### config.mk
export PLATFORM = sky130hd
export DESIGN_NAME = load_store_unit_flat
export DESIGN_NICKNAME = d
export VERILOG_FILES = /design/src/rtl/lsu_pkg.sv /design/src/rtl/lsu_if.sv /design/src/rtl/lsu_align.sv /design/src/rtl/load_store_unit.sv /design/src/flat_wrapper.sv
export SDC_FILE = /design/constraint.sdc
export NUM_CORES = 1
export LEC_CHECK = 0
export BUFFER_PORTS_ARGS = -buffer_cell sky130_fd_sc_hd__buf_2
export CELL_PAD_IN_SITES_DETAIL_PLACEMENT = 1
export CELL_PAD_IN_SITES_GLOBAL_PLACEMENT = 1
export CORE_MARGIN = 5
export CORE_UTILIZATION = 25
export CTS_CLUSTER_DIAMETER = 100
export DETAILED_ROUTE_END_ITERATION = 16
export PLACE_DENSITY_LB_ADDON = 0.1
export SYNTH_ARGS = -nofsm -noshare
export SYNTH_HDL_FRONTEND = slang
export SYNTH_SLANG_ARGS = --single-unit
### constraint.sdc
create_clock -name clk -period 6.18 [get_ports clk]
set_input_delay 1.236 -clock clk [delete_from_list [all_inputs] [get_ports clk]]
set_output_delay 1.236 -clock clk [all_outputs]
set_load 0.03 [all_outputs]
### src/rtl/lsu_pkg.sv
`default_nettype none
// ============================================================================
//  Module   : lsu_pkg
//  Brief    : Shared access-size codes and FSM state encoding for the
//             load/store unit.
//  Revision : 1.0 - initial release
// ============================================================================
package lsu_pkg;

  // Access size codes carried on req_size
  localparam logic [1:0] SIZE_B   = 2'b00;
  localparam logic [1:0] SIZE_H   = 2'b01;
  localparam logic [1:0] SIZE_W   = 2'b10;
  localparam logic [1:0] SIZE_ILL = 2'b11;

  // Control FSM states
  typedef enum logic [1:0] {
    IDLE  = 2'd0,
    WRITE = 2'd1,
    RESP  = 2'd2
  } lsu_state_t;

endpackage : lsu_pkg
`default_nettype wire

### src/rtl/lsu_if.sv
`default_nettype none
// ============================================================================
//  Module   : lsu_if
//  Brief    : Request/response handshake and word-memory port bundle of the
//             load/store unit. "slave" is the LSU view; "master" is the view
//             of the surrounding execute stage plus data memory.
//  Revision : 1.0 - initial release
// ============================================================================
interface lsu_if;

  // Request channel
  logic        req_valid;
  logic        req_ready;
  logic        req_we;
  logic [1:0]  req_size;
  logic        req_unsigned;
  logic [31:0] req_addr;
  logic [31:0] req_wdata;

  // Response channel
  logic        resp_valid;
  logic        resp_ready;
  logic [31:0] resp_rdata;
  logic        resp_err;

  // Word-addressed data memory port
  logic        MemRead;
  logic        MemWrite;
  logic [31:0] Address;
  logic [31:0] writeData;
  logic [31:0] readData;

  modport slave (
    input  req_valid, req_we, req_size, req_unsigned, req_addr, req_wdata,
    input  resp_ready, readData,
    output req_ready, resp_valid, resp_rdata, resp_err,
    output MemRead, MemWrite, Address, writeData
  );

  modport master (
    output req_valid, req_we, req_size, req_unsigned, req_addr, req_wdata,
    output resp_ready, readData,
    input  req_ready, resp_valid, resp_rdata, resp_err,
    input  MemRead, MemWrite, Address, writeData
  );

endinterface : lsu_if
`default_nettype wire

### src/rtl/lsu_align.sv
`default_nettype none
// ============================================================================
//  Module   : lsu_align
//  Brief    : Combinational lane logic: extracts and extends a load lane from
//             a memory word, and merges sub-word store data into an old word.
//             Lanes are little-endian (byte n = bits [8n+7:8n]).
//  Revision : 1.0 - initial release
// ============================================================================
module lsu_align
  import lsu_pkg::*;
(
  input  logic [31:0] i_old_word,
  input  logic [31:0] i_new_data,
  input  logic [1:0]  i_size,
  input  logic [1:0]  i_offset,
  input  logic        i_unsigned,
  output logic [31:0] o_load_data,
  output logic [31:0] o_merged_word
);

  logic [31:0] w_shifted;
  logic        w_sign;

  // Load path: shift the addressed lane down to bit 0, then extend
  always_comb begin
    w_shifted   = i_old_word >> {i_offset, 3'b000};
    w_sign      = 1'b0;
    o_load_data = w_shifted;
    case (i_size)
      SIZE_B: begin
        w_sign      = ~i_unsigned & w_shifted[7];
        o_load_data = {{24{w_sign}}, w_shifted[7:0]};
      end
      SIZE_H: begin
        w_sign      = ~i_unsigned & w_shifted[15];
        o_load_data = {{16{w_sign}}, w_shifted[15:0]};
      end
      default: o_load_data = w_shifted;
    endcase
  end

  // Store path: overwrite only the addressed lane(s) of the old word
  always_comb begin
    o_merged_word = i_old_word;
    case (i_size)
      SIZE_B:  o_merged_word[{i_offset, 3'b000} +: 8] = i_new_data[7:0];
      SIZE_H:  o_merged_word[{i_offset[1], 4'b0000} +: 16] = i_new_data[15:0];
      default: o_merged_word = i_new_data;
    endcase
  end

endmodule : lsu_align
`default_nettype wire

### src/rtl/load_store_unit.sv
`default_nettype none
// ============================================================================
//  Module   : load_store_unit
//  Brief    : Byte/half/word load-store unit in front of a word-addressed data
//             memory. Checks alignment/range, extends loads, and performs
//             sub-word stores as read-modify-write through a WRITE state.
//  Revision : 1.0 - initial release
// ============================================================================
module load_store_unit
  import lsu_pkg::*;
#(
  parameter int MEM_BYTES = 256
) (
  input  logic  clk,
  input  logic  reset,   // asynchronous, active low
  lsu_if.slave  bus
);

  localparam logic [31:0] c_mem_limit = 32'(MEM_BYTES);

  lsu_state_t  r_state;
  lsu_state_t  w_next;
  logic [31:0] r_rdata;
  logic        r_err;
  logic [31:0] r_waddr;
  logic [31:0] r_wbuf;

  logic        w_misalign;
  logic        w_err;
  logic [31:0] w_word_addr;
  logic [31:0] w_load_data;
  logic [31:0] w_merged;
  logic        w_mem_read;
  logic        w_mem_write;
  logic [31:0] w_address;
  logic [31:0] w_write_data;

  assign w_word_addr = {bus.req_addr[31:2], 2'b00};

  // Request error: illegal size, offset not a multiple of the size, or out of range
  always_comb begin
    w_misalign = 1'b0;
    case (bus.req_size)
      SIZE_H:   w_misalign = bus.req_addr[0];
      SIZE_W:   w_misalign = |bus.req_addr[1:0];
      SIZE_ILL: w_misalign = 1'b1;
      default:  w_misalign = 1'b0;
    endcase
    w_err = w_misalign | (bus.req_addr >= c_mem_limit);
  end

  lsu_align u_align (
    .i_old_word    (bus.readData),
    .i_new_data    (bus.req_wdata),
    .i_size        (bus.req_size),
    .i_offset      (bus.req_addr[1:0]),
    .i_unsigned    (bus.req_unsigned),
    .o_load_data   (w_load_data),
    .o_merged_word (w_merged)
  );

  // State register; async reset also kills an in-flight WRITE strobe
  always_ff @(posedge clk or negedge reset) begin
    if (!reset) r_state <= IDLE;
    else        r_state <= w_next;
  end

  // Next state and memory strobes; no access is ever issued while in reset
  always_comb begin
    w_next       = r_state;
    w_mem_read   = 1'b0;
    w_mem_write  = 1'b0;
    w_address    = '0;
    w_write_data = '0;
    case (r_state)
      IDLE: begin
        if (bus.req_valid) begin
          w_next = RESP;
          if (!w_err) begin
            w_address = w_word_addr;
            if (!bus.req_we) begin
              w_mem_read = 1'b1;
            end else if (bus.req_size == SIZE_W) begin
              w_mem_write  = 1'b1;
              w_write_data = bus.req_wdata;
            end else begin
              w_mem_read = 1'b1;
              w_next     = WRITE;
            end
          end
        end
      end
      WRITE: begin
        w_mem_write  = 1'b1;
        w_address    = r_waddr;
        w_write_data = r_wbuf;
        w_next       = RESP;
      end
      RESP: begin
        if (bus.resp_ready) w_next = IDLE;
      end
      default: w_next = IDLE;
    endcase
    if (!reset) begin
      w_mem_read   = 1'b0;
      w_mem_write  = 1'b0;
      w_address    = '0;
      w_write_data = '0;
    end
  end

  // Capture the response and the read-modify-write buffer on accept
  always_ff @(posedge clk or negedge reset) begin
    if (!reset) begin
      r_rdata <= '0;
      r_err   <= 1'b0;
      r_waddr <= '0;
      r_wbuf  <= '0;
    end else if (r_state == IDLE && bus.req_valid) begin
      r_err   <= w_err;
      r_rdata <= (w_err || bus.req_we) ? 32'h0 : w_load_data;
      if (!w_err && bus.req_we && bus.req_size != SIZE_W) begin
        r_waddr <= w_word_addr;
        r_wbuf  <= w_merged;
      end
    end
  end

  assign bus.req_ready  = (r_state == IDLE);
  assign bus.resp_valid = (r_state == RESP);
  assign bus.resp_rdata = r_rdata;
  assign bus.resp_err   = r_err;
  assign bus.MemRead    = w_mem_read;
  assign bus.MemWrite   = w_mem_write;
  assign bus.Address    = w_address;
  assign bus.writeData  = w_write_data;

endmodule : load_store_unit
`default_nettype wire

### src/flat_wrapper.sv
// flat-port wrapper written by rule: the top's interface ports become plain ports
module load_store_unit_flat import lsu_pkg::*;
#(
  parameter int MEM_BYTES = 256
)
  (clk, reset, bus_req_valid, bus_req_we, bus_req_size, bus_req_unsigned, bus_req_addr, bus_req_wdata, bus_resp_ready, bus_readData, bus_req_ready, bus_resp_valid, bus_resp_rdata, bus_resp_err, bus_MemRead, bus_MemWrite, bus_Address, bus_writeData);
  lsu_if bus_i ();
  input  logic clk;
  input  logic reset;
  input wire logic [$bits(bus_i.req_valid)-1:0] bus_req_valid;
  input wire logic [$bits(bus_i.req_we)-1:0] bus_req_we;
  input wire logic [$bits(bus_i.req_size)-1:0] bus_req_size;
  input wire logic [$bits(bus_i.req_unsigned)-1:0] bus_req_unsigned;
  input wire logic [$bits(bus_i.req_addr)-1:0] bus_req_addr;
  input wire logic [$bits(bus_i.req_wdata)-1:0] bus_req_wdata;
  input wire logic [$bits(bus_i.resp_ready)-1:0] bus_resp_ready;
  input wire logic [$bits(bus_i.readData)-1:0] bus_readData;
  output wire logic [$bits(bus_i.req_ready)-1:0] bus_req_ready;
  output wire logic [$bits(bus_i.resp_valid)-1:0] bus_resp_valid;
  output wire logic [$bits(bus_i.resp_rdata)-1:0] bus_resp_rdata;
  output wire logic [$bits(bus_i.resp_err)-1:0] bus_resp_err;
  output wire logic [$bits(bus_i.MemRead)-1:0] bus_MemRead;
  output wire logic [$bits(bus_i.MemWrite)-1:0] bus_MemWrite;
  output wire logic [$bits(bus_i.Address)-1:0] bus_Address;
  output wire logic [$bits(bus_i.writeData)-1:0] bus_writeData;
  assign bus_i.req_valid = bus_req_valid;
  assign bus_i.req_we = bus_req_we;
  assign bus_i.req_size = bus_req_size;
  assign bus_i.req_unsigned = bus_req_unsigned;
  assign bus_i.req_addr = bus_req_addr;
  assign bus_i.req_wdata = bus_req_wdata;
  assign bus_i.resp_ready = bus_resp_ready;
  assign bus_i.readData = bus_readData;
  assign bus_req_ready = bus_i.req_ready;
  assign bus_resp_valid = bus_i.resp_valid;
  assign bus_resp_rdata = bus_i.resp_rdata;
  assign bus_resp_err = bus_i.resp_err;
  assign bus_MemRead = bus_i.MemRead;
  assign bus_MemWrite = bus_i.MemWrite;
  assign bus_Address = bus_i.Address;
  assign bus_writeData = bus_i.writeData;
  load_store_unit #(.MEM_BYTES(MEM_BYTES)) u_core (.clk(clk), .reset(reset), .bus(bus_i));
endmodule
Word level (Yosys, flattened, before mapping). Cells that the tools add are included. W data, S select, Z words.

Flip-flop bits (word level): 97. Bits of input ports: 104. Output and inout port bits: 101.

$add $sub $neg: 2. $lt $le $gt $ge: 1. Eq/ne operators: 8. Shift operators: 5. Muxes and demuxes: 34. Bitwise gates (word level): 4. Reduce and logical (&&, ||, !) cells: 10.

Operators by type and width (number): $mux W32 (9); $pmux W32 S2 (4); $bwmux W32 (2); $ge A32 B9 Y1 const B (1); $shift A16 B7 Y32 const A (1); $shift A8 B7 Y32 const A (1); $shiftx A16 B7 Y32 (1); $shiftx A8 B7 Y32 (1); $shr A32 B5 Y32 (1); $neg A5 Y7 (2); $mux W1 (11); $mux W2 (5); $eq A2 B2 Y1 const B (3); $ne A2 B2 Y1 const B (3); $pmux W2 S3 (1); $eq A2 B1 Y1 const B (2); $logic_not A2 Y1 (2); $reduce_and A2 Y1 (2); $logic_and A1 B1 Y1 (3); $pmux W1 S3 (1); $and A1 B1 Y1 (2); $pmux W1 S2 (1); $reduce_or A2 Y1 (1); $logic_not A1 Y1 (1); other kinds (3) (3).

Logic depth before layout (Yosys ltp). Gate-level depths: netlist of the first run.

Depth in word-level cells: 7. Gate-level depth with buffers: 10. Gate-level depth less buffers: 7.

By module. From an unflattened synthesis of the first run, not the netlist that was laid out.

Cell total of the unflattened synthesis: 573. Area, all modules: 5973.2 um^2.

By module, submodules not included: load_store_unit (instances 1, cells each 309, area an instance 4165.2 um^2, sequential area each 2427.3 um^2); lsu_align (instances 1, cells each 264, area an instance 1808.0 um^2, sequential area each 0.0 um^2).

Least setup slack after synthesis of the first run. Ideal clock, no wire load.

Path type: in2out. From: input port bus_req_addr[1]. To: output port bus_writeData[10]. Arrival time: 3.083 ns. Data required time: 4.944 ns. Slack: 1.861 ns. Cell stages on the path: 9. Cell sequence: clkbuf_1 > inv_2 > ha_1 > nor2b_1 > o22ai_1 > nand4_4 > nor3_4 > buf_2 > a22o_1.

Cells in the longest elaborated chain, start to end: 7.

RTL lines: from (decl) (RTL line flat_wrapper.sv:14) `input wire logic [$bits(bus_i.req_addr)-1:0] bus_req_addr;`; branches (longest 2 deep; another with $ge A32 B9 Y1); $or A1 B1 Y1 (*) (RTL line load_store_unit.sv:49) `w_err = w_misalign | (bus.req_addr >= c_mem_limit);`; $mux W32 (*) (RTL line load_store_unit.sv:79) `if (!w_err) begin`; $mux W32 (*) (RTL line load_store_unit.sv:77) `if (bus.req_valid) begin`; $pmux W32 S2 (*) (RTL line load_store_unit.sv:75) `case (r_state)`; $mux W32 (*) (RTL line load_store_unit.sv:104) `if (!reset) begin`; to (decl) (RTL line flat_wrapper.sv:25) `output wire logic [$bits(bus_i.writeData)-1:0] bus_writeData;`.

Every way passes the cells marked *.

Final worst setup path of the first run.
From: input port bus_req_addr[0]. To: output port bus_MemWrite.

Cells in the longest elaborated chain, start to end: 7.

RTL lines: branches (longest 2 deep; another with $ge A32 B9 Y1); $or A1 B1 Y1 (*) (RTL line load_store_unit.sv:49); $mux W1 (*) (RTL line load_store_unit.sv:79); $mux W1 (*) (RTL line load_store_unit.sv:77); $pmux W1 S2 (*) (RTL line load_store_unit.sv:75); $mux W1 (*) (RTL line load_store_unit.sv:104); to (decl) (RTL line flat_wrapper.sv:23) `output wire logic [$bits(bus_i.MemWrite)-1:0] bus_MemWrite;`.

Marked as above.

==> metrics.md, run 1 <==
| Metric | Value |
|---|---|
| Power Dens Cells | `200.8 nW/um^2` |
| Measured slew at the worst slew-check pin | `1.226 ns` |
| CTS tree | `done` |
| RSZ-0062 raised after global routing | `no` |
| DR iter-0 viols | `208` |
| Core ar. | `around 23000 sq um` |
| Register-to-Register Path Depth | `5` |
| Footprint of the multi-input gates | `3194 sq um` |
| Crit path arrival time | `3.75 ns` |
| Reg-to-Reg Start | `u_core.r_state[1]` |
| Post-synthesis xor/xnor area fraction | `0.1484%` |
| Relative slew slack | `18.10%` |
| Adder-Cell Fraction of Synth Area | `0.8482%` |
| Post-CTS Setup Bufs | `0` |
| Netlist cell types | `53` |
| Root Driver | `clkbuf_16` |
| Post-Syn Area | `roughly 5900 sq um` |
| CP most frequent cell | `buf_2` |
| Clk pin slew, worst setup/hold paths | `0.07 ns` |
| Share of layout cells above drive strength 1 | `31.38%` |
| Die X-Extent | `163.6 um` |
| Max stage delay on crit path | `0.69 ns` |
| Seq/Total Area, Yosys | `roughly 41%` |
| Synth Area in Compound Gates | `21.31%` |
| Drt total wl | `23250 um` |
| Setup TNS | `0 ns` |
| Fmax | `between 200 and 250 MHz` |
| Pin count of the biggest net entering global routing | `64` |
| Cells after DPL | `1087` |
| FF-to-FF End | `u_core.bus.resp_rdata[27]` |
| Syn. warnings | `0` |
| Final worst slack | `1.189 ns` |
| Synthesis-to-layout area growth | `26.10%` |
| Pre-CTS setup slack | `around 1.2 ns` |
| Fin nets | `887` |
| CTS resizes | `0` |
| Worst VDD drop | `about 0.00012 V` |
| Pre-antenna DRT Iters | `4` |
| Largest family of logic cells by synthesized area | `compound AO/OA/AOI/OAI gates` |
| Finish-stage setup viols | `0` |
| CTS Buf Count | `9` |
| GPL Wtd Cong | `0.8588` |
| Initial Util | `around a quarter` |
| Fin cells | `between 1000 and 1500` |
| Avg Synthesized Cell Area | `9.753 sq um` |
| Setup Skew | `0.007258 ns` |
| Clk sinks | `97` |
| Vias | `5484` |
| Asr flop ratio synth | `100.0%` |
| Hold buffer count at cts | `0` |
| Hold Path Sink | `u_core.bus.resp_rdata[7]` |
| Final core occ | `a little under a third` |
| # DRC | `0` |
| H-tree Lvls | `3` |
| Worst hold slack | `0.4880 ns` |
| Post-synthesis simple-gate area fraction | `17.01%` |
| Number of vias per cell | `4.967` |
| Tmin final | `4.991 ns` |
| Number of global-route vias before repair | `6062` |
| Type of the worst min-delay path | `flip-flop to flip-flop` |
| Synthesized flop and latch total | `97` |
| Crit path buf inv count | `4` |
| Final Hold Fails | `0` |
| Synth Instances | `605` |
| ANT nets after route | `0` |
| Die area | `26770 sq um` |
| CTS max path bufs | `2` |
| Top Family by Delay on Critical Path | `buffers and inverters` |
| Global route total overflow | `0` |
| Post-synth EDFFs | `0` |
| Setup crit start kind | `input pin` |
| Port bufs | `around 200` |
| Final HPWL DP | `17750 um` |
| Clk_lat worst skew | `0.34 ns` |
| Top FF cell, synth | `dfrtp_1` |
| Slowest cell on crit path | `buf_2` |
| Antenna violations before repair | `7` |
| Multiplexer share of the synthesized area | `roughly 15%` |
| Kind of critical path | `input pin to output port` |
| Worst Setup End Kind | `output port` |
| Num rows | `56` |
| Hold Path Origin | `u_core.bus.resp_rdata[7]` |
| Final period util | `between 80% and 90%` |
| Max Slew Vio Count | `0` |
| Setup slack, reg-to-reg | `around 3.4 ns` |
| Average wire per standard cell | `about 21 um` |
| Hold Path Depth | `2` |
| Status | `finished, final reports clean` |
| GRT Overall Usage | `17.23%` |
| Leakage | `0.003854 uW` |
| Die Y | `163.6 um` |
| Crit path cell chain | `buf_2 -> inv_1 -> ha_1 -> nor2b_1 -> o22ai_1 -> nand4_4 -> nor3_4 -> buf_4 -> or2_2 -> buf_2` |
| Max-cap violations | `0` |
| Register area | `2427 sq um` |
| First-pass GRT wire length | `35770 um` |
| Top Ports | `approximately 210` |
| Max FO, Critical Path | `37` |
| Worst Path Required | `4.94 ns` |
| Fillers | `2739` |
## worst max path at each step
| stage | from | end | slack, ns | cells past startpoint |
|---|---|---|---|---|
| finish | bus_req_addr[0] | bus_MemWrite | 1.19 | 10 |
| CTS | bus_req_addr[0] | bus_MemWrite | 1.23 | 10 |
| global route | bus_req_addr[0] | bus_MemWrite | 1.01 | 10 |
| global placement | bus_req_addr[0] | bus_MemWrite | 1.31 | 10 |
| detailed placement | bus_req_addr[0] | bus_MemWrite | 1.24 | 10 |
| floorplan | bus_req_addr[1] | bus_writeData[10] | 1.86 | 9 |
## final cells by class
type,count,area share (%)
Antenna cell,1,0.03363
Clock buffer,11,3.262
Clock inverter,5,1.160
Inverter,8,0.4036
Multi-Input combinational cell,455,42.93
Sequential cell,97,32.62
Tap cell,319,5.364
Timing Repair Buffer,208,14.23
## logic make-up after synthesis
logic type / count (synthesis)
and+or+nand+nor: 183
xor gates and xnor gates: 1
AOI/OAI and AO/OA: 185
buffers and inverters: 54
other: 1
adders and majority gates: 4
muxes: 80
DFF: 97
## power by group
| part | total, uW | switching (uW) | internal [uW] |
|---|---|---|---|
| sequential | 636 | 0.801 | 635 |
| combinational | 227 | 146 | 80.8 |
| clock | 631 | 262 | 370 |
## tightest hold or removal path: stages, from the launching register on
cell and delay (ns):
dfrtp_1 0.35, nand2_1 0.06, o21ai_2 0.05
## placed cells by master, fill, tap and decap left out, types with 4 or more instances in the layout
master     instances
nor2b_1           50
nor4_1             4
mux2_2            12
nor3_1             5
mux2_1            35
nor2_1            18
nand2_1           62
buf_4              7
mux2i_1           33
a221o_1            7
ha_1               4
inv_1              7
o21ai_0           33
o221ai_1          16
and2_1            25
a21oi_1           56
o21ai_1            9
a22o_1            53
dfrtp_1           97
buf_2            201
clkbuf_16          9
## metrics by stage
stage	cell area (sq um)	power, uW
floorplan	5904	768.5
global placement	7109	874.6
detailed placement	7109	878.0
CTS	7438	1525
global route	7438	1566
finish	7441	1494
## flip-flops by register name, summed over array words and instances, names as in the netlist
signal / cells
u_core.bus.resp_err: 1
u_core.bus.resp_rdata: 32
u_core.r_state: 2
u_core.r_waddr: 30
u_core.r_wbuf: 32
## cell usage after synthesis (5+ instances only)
library cell  number  share of area, %
mux2i_1           33               5.6
inv_1              7              0.45
clkbuf_1          19               1.2
a21oi_1           56               4.7
a22o_1            53               7.9
nand2_1           62               3.9
buf_6              5              0.95
nor2_1            19               1.2
mux2_2            12               2.3
o21ai_0           33               2.8
o21ai_1            9              0.76
nor3_1             5              0.42
nor2b_1           50               5.3
dfrtp_1           97                41
a221o_1            7               1.2
o221ai_1          16               2.4
mux2_1            35               6.7
buf_2             13               1.1
and2_1            25               2.7
## per-layer routing
| metal | vias up | track usage (%) | wire (um) |
|---|---|---|---|
| met5 | - | 0 | 75 |
| met4 | 12 | 4.194 | 437 |
| met3 | 35 | 6.006 | 1908 |
| met2 | 162 | 28.24 | 10890 |
| met1 | 2740 | 21.79 | 9943 |
| li1 | 2535 | - | - |
Note: power is estimated with default switching activity, not from simulation.
==> run 2: changes to the inputs <==
==> constraint.sdc (replaced) <==
create_clock -name clk -period 5.1 [get_ports clk]
set_input_delay 1.02 -clock clk [delete_from_list [all_inputs] [get_ports clk]]
set_output_delay 1.02 -clock clk [all_outputs]
set_load 0.03 [all_outputs]
==> metrics.md, run 2 (synthesized netlist as in run 1, its figures left out) <==
| Metric | Value |
|---|---|
| Average wire per standard cell | `21.27 um (was 21.06 um)` |
| CTS tree | `done (unchanged)` |
| Finish-stage setup viols | `0 (unchanged)` |
| Measured slew at the worst slew-check pin | `1.192 ns (was 1.226 ns)` |
| Die Y | `163.6 um (unchanged)` |
| Max Slew Vio Count | `0 (unchanged)` |
| # DRC | `0 (unchanged)` |
| Power Dens Cells | `232.2 nW/um^2 (was 200.8 nW/um^2)` |
| Kind of critical path | `input pin to output port (unchanged)` |
| Slowest cell on crit path | `buf_4 (was buf_2)` |
| Number of global-route vias before repair | `5950 (was 6062)` |
| Setup crit start kind | `input pin (unchanged)` |
| Relative slew slack | `20.32% (was 18.10%)` |
| Top Ports | `205 (unchanged)` |
| CTS resizes | `0 (unchanged)` |
| Clk sinks | `97 (unchanged)` |
| Worst hold slack | `0.4847 ns (was 0.4880 ns)` |
| Pre-antenna DRT Iters | `6 (was 4)` |
| H-tree Lvls | `3 (unchanged)` |
| Final period util | `a little over four fifths` |
| Crit path arrival time | `3.24 ns (was 3.75 ns)` |
| Crit path buf inv count | `4 (unchanged)` |
| Number of vias per cell | `4.949 (was 4.967)` |
| ANT nets after route | `0 (unchanged)` |
| Status | `finished, final reports clean (unchanged)` |
| Port bufs | `202 (unchanged)` |
| Most frequent cells in the layout | `buf_2, dfrtp_1, nand2_1, a21oi_1, a22o_1 (unchanged)` |
| Antenna violations before repair | `7 (unchanged)` |
| Commonest non-fill, non-tap cell in the layout | `buf_2 (unchanged)` |
| Core ar. | `23330 sq um (unchanged)` |
| Fillers | `2728 (was 2739)` |
| Max stage delay on crit path | `0.41 ns (was 0.69 ns)` |
| Share of layout cells above drive strength 1 | `31.77% (was 31.38%)` |
| Num rows | `56 (unchanged)` |
| RSZ-0062 raised after global routing | `no (unchanged)` |
| Setup Skew | `0.007563 ns (was 0.007258 ns)` |
| CTS Buf Count | `9 (unchanged)` |
| Leakage | `0.003842 uW (was 0.003854 uW)` |
| Total power | `1722 uW (was 1494 uW)` |
| First-pass GRT wire length | `35590 um (was 35770 um)` |
| GRT Overall Usage | `17.43% (was 17.23%)` |
| GPL Wtd Cong | `0.8463 (was 0.8588)` |
| Final core occ | `31.78% (was 31.89%)` |
| CP most frequent cell | `buf_2 (unchanged)` |
| Pin count of the biggest net entering global routing | `64 (unchanged)` |
| Fin nets | `890 (was 887)` |
| Fmax | `234.9 MHz` |
| Setup TNS | `0 ns (unchanged)` |
| Die X-Extent | `163.6 um (unchanged)` |
| Synthesis-to-layout area growth | `25.68% (was 26.10%)` |
| Max-cap violations | `0 (unchanged)` |
| Worst VDD drop | `0.0001565 V (was 0.0001205 V)` |
| Post-CTS Setup Bufs | `0 (unchanged)` |
| Type of the worst min-delay path | `flip-flop to flip-flop (unchanged)` |
| Final HPWL DP | `18010 um (was 17750 um)` |
| Final Hold Fails | `0 (unchanged)` |
| Tmin final | `4.257 ns` |
| Worst Path Required | `4.08 ns (was 4.94 ns)` |
| Crit path cell chain | `buf_2 -> inv_2 -> ha_1 -> nor2b_1 -> o22ai_1 -> nand4_4 -> nor3_4 -> buf_4 -> a22o_1 -> buf_2 (was buf_2 -> inv_1 -> ha_1 -> nor2b_1 -> o22ai_1 -> nand4_4 -> nor3_4 -> buf_4 -> or2_2 -> buf_2)` |
| Top Family by Delay on Critical Path | `buffers and inverters (unchanged)` |
| CTS max path bufs | `2 (unchanged)` |
| Global route total overflow | `0 (unchanged)` |
| Root Driver | `clkbuf_16 (unchanged)` |
| Worst Setup End Kind | `output port (unchanged)` |
| Initial Util | `25.29% (unchanged)` |
| Die area | `26770 sq um (unchanged)` |
| Clk pin slew, worst setup/hold paths | `0.08 ns (was 0.07 ns)` |
| Hold buffer count at cts | `0 (unchanged)` |
| Clk_lat worst skew | `0.36 ns (was 0.34 ns)` |
| Drt total wl | `23560 um (was 23250 um)` |
| DR iter-0 viols | `189 (was 208)` |
| Vias | `5483 (was 5484)` |
| Max FO, Critical Path | `33 (was 37)` |
## run 2: path summary, 6_finish.rpt
check                                         startpoint                         to  slack (ns)  cells after the start
worst min-delay path            u_core.bus.resp_rdata[4]   u_core.bus.resp_rdata[4]        0.48                      2
worst max-delay path                     bus_req_addr[1]           bus_writeData[0]        0.84                     10
min in group asynchronous                          reset         u_core.r_waddr[25]        0.80                      2
worst max register to register         u_core.r_state[1]  u_core.bus.resp_rdata[23]        2.30                      5
worst min register to register  u_core.bus.resp_rdata[4]   u_core.bus.resp_rdata[4]        0.48                      2
max in group asynchronous                          reset          u_core.r_wbuf[20]        3.14                      3
## run 2: worst reg2reg max path: stages (launching register included)
cell and delay [ns]:
dfrtp_1 0.40, nor2_1 0.26, nand2_1 0.75, nor3b_1 0.41, nand4_1 0.53, o21ai_0 0.36
## run 2: where the power goes
| group | internal [uW] | switching, uW |
|---|---|---|
| sequential | 770 | 1.01 |
| clock | 337 | 336 |
| combinational | 99.2 | 179 |
## run 2: layout make-up
| cell class | count | area, sq um | area share [%] |
|---|---|---|---|
| Antenna cell | 2 | 5.005 | 0.06749 |
| Clock buffer | 9 | 225.2 | 3.037 |
| Clock inverter | 7 | 53.80 | 0.7255 |
| Inverter | 8 | 30.03 | 0.4049 |
| Multi-Input combinational cell | 455 | 3194 | 43.07 |
| Sequential cell | 97 | 2427 | 32.73 |
| Tap cell | 319 | 399.1 | 5.382 |
| Timing Repair Buffer | 211 | 1081 | 14.58 |
## run 2: per-layer routing
metal / vias to the layer above / global-route usage (%) / wire (um)
met1: 2710 / 21.36 / 9846
met5: - / 0 / 62
met2: 176 / 28.71 / 11180
li1: 2545 / - / -
met4: 10 / 5.642 / 560
met3: 42 / 6.056 / 1914
## run 2: per-stage QoR
| stage | setup WS [ns] | cell area (sq um) | cells |
|---|---|---|---|
| finish | 0.8428 | 7416 | 1108 |
| global route | 0.6586 | 7411 | 1106 |
| CTS | 0.8378 | 7411 | 1106 |
| detailed placement | 0.8387 | 7132 | 1090 |
| global placement | 0.9591 | 7132 | 1090 |
| floorplan | 1.213 | 5904 | 606 |
